<file path="config.mk">
export PLATFORM = sky130hd
export DESIGN_NAME = mcu_spi
export DESIGN_NICKNAME = d
export VERILOG_FILES = /design/src/rtl/mcu_spi.sv
export SDC_FILE = /design/constraint.sdc
export NUM_CORES = 1
export LEC_CHECK = 0
export BUFFER_PORTS_ARGS = -buffer_cell sky130_fd_sc_hd__buf_2
export CORE_MARGIN = 8
export CORE_UTILIZATION = 54
export DETAILED_ROUTE_END_ITERATION = 10
export MAX_ROUTING_LAYER = met4
export PLACE_DENSITY = 0.73
export SETUP_SLACK_MARGIN = 0.5
export SLEW_MARGIN = 20
export SYNTH_ARGS = -nofsm -noshare
export SYNTH_HDL_FRONTEND = slang
export SYNTH_SLANG_ARGS = --single-unit
</file>
<file path="constraint.sdc">
create_clock -name clk -period 2.75 [get_ports clk]
set_input_delay 0.4125 -clock clk [delete_from_list [all_inputs] [get_ports clk]]
set_output_delay 0.4125 -clock clk [all_outputs]
set_load 0.01 [all_outputs]
</file>
<file path="src/rtl/mcu_spi.sv">
// SPI slave bridging an MCU into the clk32 domain: the first byte of each
// transaction selects a target, the following bytes are strobed out to it.
module mcu_spi #(
  parameter logic [7:0] TARGET_SYS = 8'd1,
  parameter logic [7:0] TARGET_HID = 8'd2,
  parameter logic [7:0] TARGET_OSD = 8'd3
) (
  input  logic       clk,
  input  logic       resetn,
  input  logic       spi_csn,
  input  logic       spi_sclk,
  input  logic       spi_mosi,
  output logic       spi_miso,
  input  logic [7:0] mcu_reply,
  output logic       mcu_start,
  output logic       mcu_sys_strobe,
  output logic       mcu_hid_strobe,
  output logic       mcu_osd_strobe,
  output logic [7:0] mcu_data
);

  typedef enum logic [1:0] {
    ST_IDLE    = 2'd0,
    ST_TARGET  = 2'd1,
    ST_FIRST   = 2'd2,
    ST_PAYLOAD = 2'd3
  } state_t;

  logic       csn_meta_r, csn_sync_r, csn_prev_r;
  logic       sclk_meta_r, sclk_sync_r, sclk_prev_r;
  logic       mosi_meta_r, mosi_sync_r;
  logic [1:0] fill_r;
  logic       armed_r;
  state_t     state_r, state_next_s;
  logic [2:0] bit_cnt_r;
  logic [7:0] rx_shift_r, tx_shift_r, target_r, data_r;
  logic       miso_r, start_r, sys_r, hid_r, osd_r;

  logic       start_s, active_s, sclk_rise_s, sclk_fall_s, byte_done_s;
  logic       hit_sys_s, hit_hid_s, hit_osd_s, hit_any_s;
  logic [7:0] rx_byte_s;

  // Two-stage synchronizers plus one history stage for edge detection.
  always_ff @(posedge clk or negedge resetn) begin
    if (!resetn) begin
      csn_meta_r  <= 1'b1;
      csn_sync_r  <= 1'b1;
      csn_prev_r  <= 1'b1;
      sclk_meta_r <= 1'b0;
      sclk_sync_r <= 1'b0;
      sclk_prev_r <= 1'b0;
      mosi_meta_r <= 1'b0;
      mosi_sync_r <= 1'b0;
    end else begin
      csn_meta_r  <= spi_csn;
      csn_sync_r  <= csn_meta_r;
      csn_prev_r  <= csn_sync_r;
      sclk_meta_r <= spi_sclk;
      sclk_sync_r <= sclk_meta_r;
      sclk_prev_r <= sclk_sync_r;
      mosi_meta_r <= spi_mosi;
      mosi_sync_r <= mosi_meta_r;
    end
  end

  // The synchronizer reset value of csn=1 is not a real observation, so a
  // start is only accepted once a genuinely sampled csn=1 has been seen.
  always_ff @(posedge clk or negedge resetn) begin
    if (!resetn) begin
      fill_r  <= 2'd0;
      armed_r <= 1'b0;
    end else begin
      if (fill_r != 2'd2) begin
        fill_r <= fill_r + 2'd1;
      end else begin
        fill_r <= fill_r;
      end
      if ((fill_r == 2'd2) && csn_sync_r) begin
        armed_r <= 1'b1;
      end else begin
        armed_r <= armed_r;
      end
    end
  end

  assign start_s     = armed_r & csn_prev_r & ~csn_sync_r;
  assign active_s    = ~csn_sync_r & (state_r != ST_IDLE);
  assign sclk_rise_s = active_s & sclk_sync_r & ~sclk_prev_r;
  assign sclk_fall_s = active_s & ~sclk_sync_r & sclk_prev_r;
  assign byte_done_s = sclk_rise_s & (bit_cnt_r == 3'd7);
  assign rx_byte_s   = {rx_shift_r[6:0], mosi_sync_r};
  assign hit_sys_s   = (target_r == TARGET_SYS);
  assign hit_hid_s   = (target_r == TARGET_HID);
  assign hit_osd_s   = (target_r == TARGET_OSD);
  assign hit_any_s   = hit_sys_s | hit_hid_s | hit_osd_s;

  // Byte-state register.
  always_ff @(posedge clk or negedge resetn) begin
    if (!resetn) begin
      state_r <= ST_IDLE;
    end else begin
      state_r <= state_next_s;
    end
  end

  // Byte-state transitions; csn high always returns to IDLE.
  always_comb begin
    state_next_s = state_r;
    case (state_r)
      ST_IDLE: begin
        if (start_s) state_next_s = ST_TARGET;
        else         state_next_s = ST_IDLE;
      end
      ST_TARGET: begin
        if (csn_sync_r)       state_next_s = ST_IDLE;
        else if (byte_done_s) state_next_s = ST_FIRST;
        else                  state_next_s = ST_TARGET;
      end
      ST_FIRST: begin
        if (csn_sync_r)       state_next_s = ST_IDLE;
        else if (byte_done_s) state_next_s = ST_PAYLOAD;
        else                  state_next_s = ST_FIRST;
      end
      ST_PAYLOAD: begin
        if (csn_sync_r) state_next_s = ST_IDLE;
        else            state_next_s = ST_PAYLOAD;
      end
      default: state_next_s = ST_IDLE;
    endcase
  end

  // Shift datapath, MISO output and the one-cycle strobes.
  always_ff @(posedge clk or negedge resetn) begin
    if (!resetn) begin
      bit_cnt_r  <= 3'd0;
      rx_shift_r <= 8'h00;
      tx_shift_r <= 8'h00;
      target_r   <= 8'h00;
      data_r     <= 8'h00;
      miso_r     <= 1'b0;
      start_r    <= 1'b0;
      sys_r      <= 1'b0;
      hid_r      <= 1'b0;
      osd_r      <= 1'b0;
    end else begin
      start_r <= 1'b0;
      sys_r   <= 1'b0;
      hid_r   <= 1'b0;
      osd_r   <= 1'b0;
      if (csn_sync_r) begin
        bit_cnt_r  <= 3'd0;
        rx_shift_r <= 8'h00;
        miso_r     <= 1'b0;
      end else if (start_s) begin
        bit_cnt_r  <= 3'd0;
        rx_shift_r <= 8'h00;
        tx_shift_r <= 8'h00;
        miso_r     <= 1'b0;
      end else if (sclk_rise_s) begin
        rx_shift_r <= rx_byte_s;
        bit_cnt_r  <= bit_cnt_r + 3'd1;
        if (byte_done_s) begin
          tx_shift_r <= mcu_reply;
          if (state_r == ST_TARGET) begin
            target_r <= rx_byte_s;
          end else begin
            data_r  <= rx_byte_s;
            sys_r   <= hit_sys_s;
            hid_r   <= hit_hid_s;
            osd_r   <= hit_osd_s;
            start_r <= (state_r == ST_FIRST) & hit_any_s;
          end
        end else begin
          tx_shift_r <= tx_shift_r;
        end
      end else if (sclk_fall_s) begin
        // Counter already points at the next bit slot, so 7-count is MSB-first.
        miso_r <= tx_shift_r[3'd7 - bit_cnt_r];
      end else begin
        miso_r <= miso_r;
      end
    end
  end

  assign spi_miso       = miso_r;
  assign mcu_start      = start_r;
  assign mcu_sys_strobe = sys_r;
  assign mcu_hid_strobe = hid_r;
  assign mcu_osd_strobe = osd_r;
  assign mcu_data       = data_r;

endmodule
</file>
==> results.md <==
Worst setup path:
- The largest fanout of any net on the critical path is 9.
- The kind of cell adding the most delay to the critical path is simple AND/OR/NAND/NOR gates.
- Tracing the worst setup path back leads to its startpoint at bit_cnt_r[1].
- The worst path arrival time is around 2.2 ns.
- The origin of the critical flop-to-flop path is bit_cnt_r[1].
- The worst setup path is launched from a flop.
- The most numerous cell type found on the critical path is ha_1.
- The worst path required time is 2.95 ns.
- On the critical path, the stage with the largest delay is an instance of dfrtp_1.
- Traced cell by cell, the critical path runs through ha_1 -> ha_1 -> and3b_1 -> and4_4 -> mux2_4.
- The worst setup path is captured at a flop.
- The type of the worst setup path is flop to flop.
- The number of buffers and inverters on the critical path is 0.
- The largest single stage delay on the critical path is roughly 0.43 ns.

Yosys:
- After synthesis the cells add up to roughly 0.0022 mm².
- The average cell area after synthesis is 12.4 µm².
- The combinational family with the most area after synthesis is multiplexers.
- The count of state elements after synthesis is 52.
- The distinct cell type count after synthesis is 37.
- The share of Yosys cell area claimed by the top area cell type is 0.568.
- The post-synthesis sequential area ratio is 0.604.
- The post-synthesis cell count is roughly 170.
- The synthesized-area fraction occupied by xor and xnor cells is 0.00406.
- Synthesis produced a netlist with a net count of 190.
- The adder-cell share of the synthesized area is 0.0174.
- The cell type contributing the most total cell area after synthesis is dfrtp_1.
- The complex-gate fraction of the synthesized area is 0.116.
- The Yosys step of the flow raised 0 warnings.
- Yosys attributes the largest share of cell area to dfrtp_1 57%, mux2_4 5.6%, o21ai_0 4.4%.
- Measured against the total synthesized area, the mux share comes to 0.123.
- Of the total synthesized cell area, the portion taken by AND, OR, NAND and NOR gates is 0.105.

Job:
- The reported max-cap violation count is 0.

Clocking:
- The buffers inserted during post-CTS setup optimization is 0.
- The clock tree buffer depth is 2.
- For the worst-skew pair, the clock arrives at the later sink with an insertion delay of roughly 0.30 ns.
- The CTS tree is yes.
- After clock tree synthesis, the clock-pin slew on the worst setup and hold paths is ~0.09 ns.
- The number of cells upsized or downsized after cts is 0.
- Counting the buffers created by CTS gives 5.
- CTS placed an instance of clkbuf_8 at the clock tree root.
- The clock sink count is between 50 and 60.
- The cts-stage hold buffer count is 0.
- The H-tree was split into 2 levels.

Floorplan:
- In this run the core area contains 23 standard-cell rows.
- The die area is approximately 0.0063 mm².
- The initial utilization of the core area, before any placement, comes to 0.552.
- In this run the count of I/O pins placed on the die edge is 26.
- The die height is roughly 79 µm.
- The x dimension of the die is roughly 79 µm.
- The core region is 0.00391 mm².

GRT:
- The number of global-route vias before repair is ~1,500.
- The wire length of the first global-routing pass is 7.20 mm.
- The total congestion overflow is 0.
- In the global route stage, overall resource usage came out at 0.149.
- The pin count of the biggest net entering global routing is 34.
- The number of antenna violations at the first check in global routing is 0.

Route:
- In this run, the number of DRC markers left after iteration 0 of detailed routing was ~130.
- Using the TritonRoute via totals, the vias-per-cell ratio works out to 5.73.
- The highest metal layer with signal wires is met4.
- The routed design has approximately 4.3 mm of wire.
- The final route contains 1,432 vias.
- In the detailed route, the total length drawn on met2 is around 2.1 mm.
- The mean routed wirelength per cell is ~17 µm.
- Detailed routing placed a total of 166 µm of wire on met3.
- The number of routed nets with antenna violations is 0.
- In the final routing, the length of wire on met1 measures 1.96 mm.
- The total iterations of the first detailed-routing run is 5.
- After detailed routing, the number of remaining DRC violations is 0.

Cells and area:
- The filler-free cell count of the finished design is 250.
- The area growth from synthesis to layout is 11.9%.
- The net count of the finished layout is approximately 220.
- The number of filler instances in the final layout is 340.
- The fraction of layout instances using a drive strength above 1 is 0.290.
- The diode insertion count for antenna repair is 0.

Timing:
- The number of pins with negative max-slew slack in the final report came to 0.
- The worst setup margin is about 0.73 ns.
- Based on the critical path, the design can be clocked at up to ~490 MHz.
- The summed negative setup slack over all endpoints is 0 ns.
- For the pin with the worst max-slew slack, the measured transition is 0.704 ns.
- The worst path needs ~2.0 ns of the cycle, external delays included.
- Headroom to the max-slew limit came out at 0.529.
- In the finished design, the share of the clock period the worst path needs comes to 0.736.
- The number of failing setup endpoints in the final timing report is 0.
- The number of hold violations in the final report is 0.
- Setup repair after global routing left no endpoint under its margin.
- The clock arrives with 0.00928 ns of skew.

Placement:
- The count of input and output buffers is 25.
- At the placement stage, the worst setup path has a slack of 0.734 ns.
- The cell count after placement is 242.
- Routability-driven placement finished with a final weighted congestion of 0.873.
- The HPWL after detailed placement is between 3 and 4 mm.

Pwr:
- The worst-case IR drop observed on VDD is roughly 0.00039 V.
- Summed over all cells, the static leakage comes to around 1.1 nW.
- Total power for the finished layout comes to ~0.0014 W.
- Power spread over the standard cell area amounts to about 560 mW/mm².

Outcome:
- The flow ran to the end, and the final reports show no timing, DRC or antenna violations.

Hold path:
- The min-delay analysis places its worst path in the category primary input to async pin.
[layer usage]
layer | GRT usage | vias to the layer above
li1 | - | 677
met3 | 0.0429 | 6
met5 | - | -
met2 | 0.225 | 29
met4 | 0.0611 | 0
met1 | 0.185 | 720
[power by group]
part           leakage [nW]  switching (W)  internal, W  total [W]
Clock                0.0552       0.000243     0.000270   0.000513
Sequential            0.693     0.00000923     0.000774   0.000783
Combinational         0.378      0.0000407    0.0000152  0.0000559
[final timing paths]
check                              end  slack, ns  depth (start not counted)
setup / recovery           target_r[5]       0.73                          5
hold / removal             target_r[1]       0.03                          1
setup reg to reg           target_r[5]       0.73                          5
hold reg to reg             csn_sync_r       0.36                          0
max in group asynchronous   csn_sync_r       1.90                          2
min in group clk           mosi_meta_r       0.21                          1
[cell usage after synthesis]
library cell  instances
nand4b_1              1
o21bai_1              1
clkbuf_1              5
and4_4                1
dfstp_2               3
ha_1                  3
dfrtp_1              49
nor4_1                1
nand3b_1              1
and2b_1               1
nand2b_1              1
nand4bb_1             1
nor2b_1               1
nand3_1              18
o21ai_0              19
a31oi_1               2
nor2_2                1
o21ba_2               1
mux2_4                8
mux2i_1               1
or2_2                 1
or3_1                 1
nand2_1               3
xnor2_1               1
mux2_2                8
mux4_2                2
a21o_1                2
buf_6                 2
buf_2                 1
nor2_1                3
and3_1                1
and3b_1               1
o22ai_1               1
inv_1                 5
nor3_1                3
a21oi_1              18
a211oi_1              2
[layout make-up]
| type | count | area [µm²] | area share |
|---|---|---|---|
| Sequential cell | 52 | 1310 | 0.540 |
| Multi-Input combinational cell | 109 | 790 | 0.327 |
| Timing Repair Buffer | 26 | 133 | 0.0549 |
| Clock buffer | 6 | 72.6 | 0.0300 |
| Tap cell | 50 | 62.6 | 0.0259 |
| Clock inverter | 2 | 35.0 | 0.0145 |
| Inverter | 5 | 18.8 | 0.00777 |
[through the flow]
| step | hold WS, ns | cell area (µm²) | util |
|---|---|---|---|
| 2_1_floorplan | 0.117 | 2160 | - |
| 3_3_place_gp | 0.333 | 2310 | 0.590 |
| 3_5_place_dp | 0.348 | 2310 | 0.590 |
| 4_1_cts | 0.0418 | 2420 | 0.617 |
| 5_1_grt | 0.0558 | 2420 | 0.617 |
| 6_report | 0.0327 | 2420 | 0.617 |
[placed cells by master, fill, tap and decap left out, drive strengths merged, types with 3 or more instances in the layout]
cell	netlist	final
nand3	18	18
nand2	3	3
nor3	3	3
buf	3	26
dfstp	3	3
mux2	16	16
clkbuf	5	6
o21ai	19	19
dfrtp	49	49
a21oi	18	18
ha	3	3
inv	5	5
nor2	4	4
[state kept, by name, indices dropped and copies added, names as in the netlist, 2 cells and up]
signal      count
tx_shift_r      8
fill_r          2
mcu_data        8
state_r         2
rx_shift_r      7
target_r        8
bit_cnt_r       3
[cell families (layout without fill, tap and decap cells)]
logic type / after synthesis / in the layout
DFF: 52 / 52
AOI/OAI and AO/OA: 46 / 46
and+or+nand+nor: 40 / 40
muxes: 19 / 19
buffers and inverters: 13 / 39
adders and majority gates: 3 / 3
xor gates and xnor gates: 1 / 1
No activity file was read; power rests on OpenSTA's default activity.
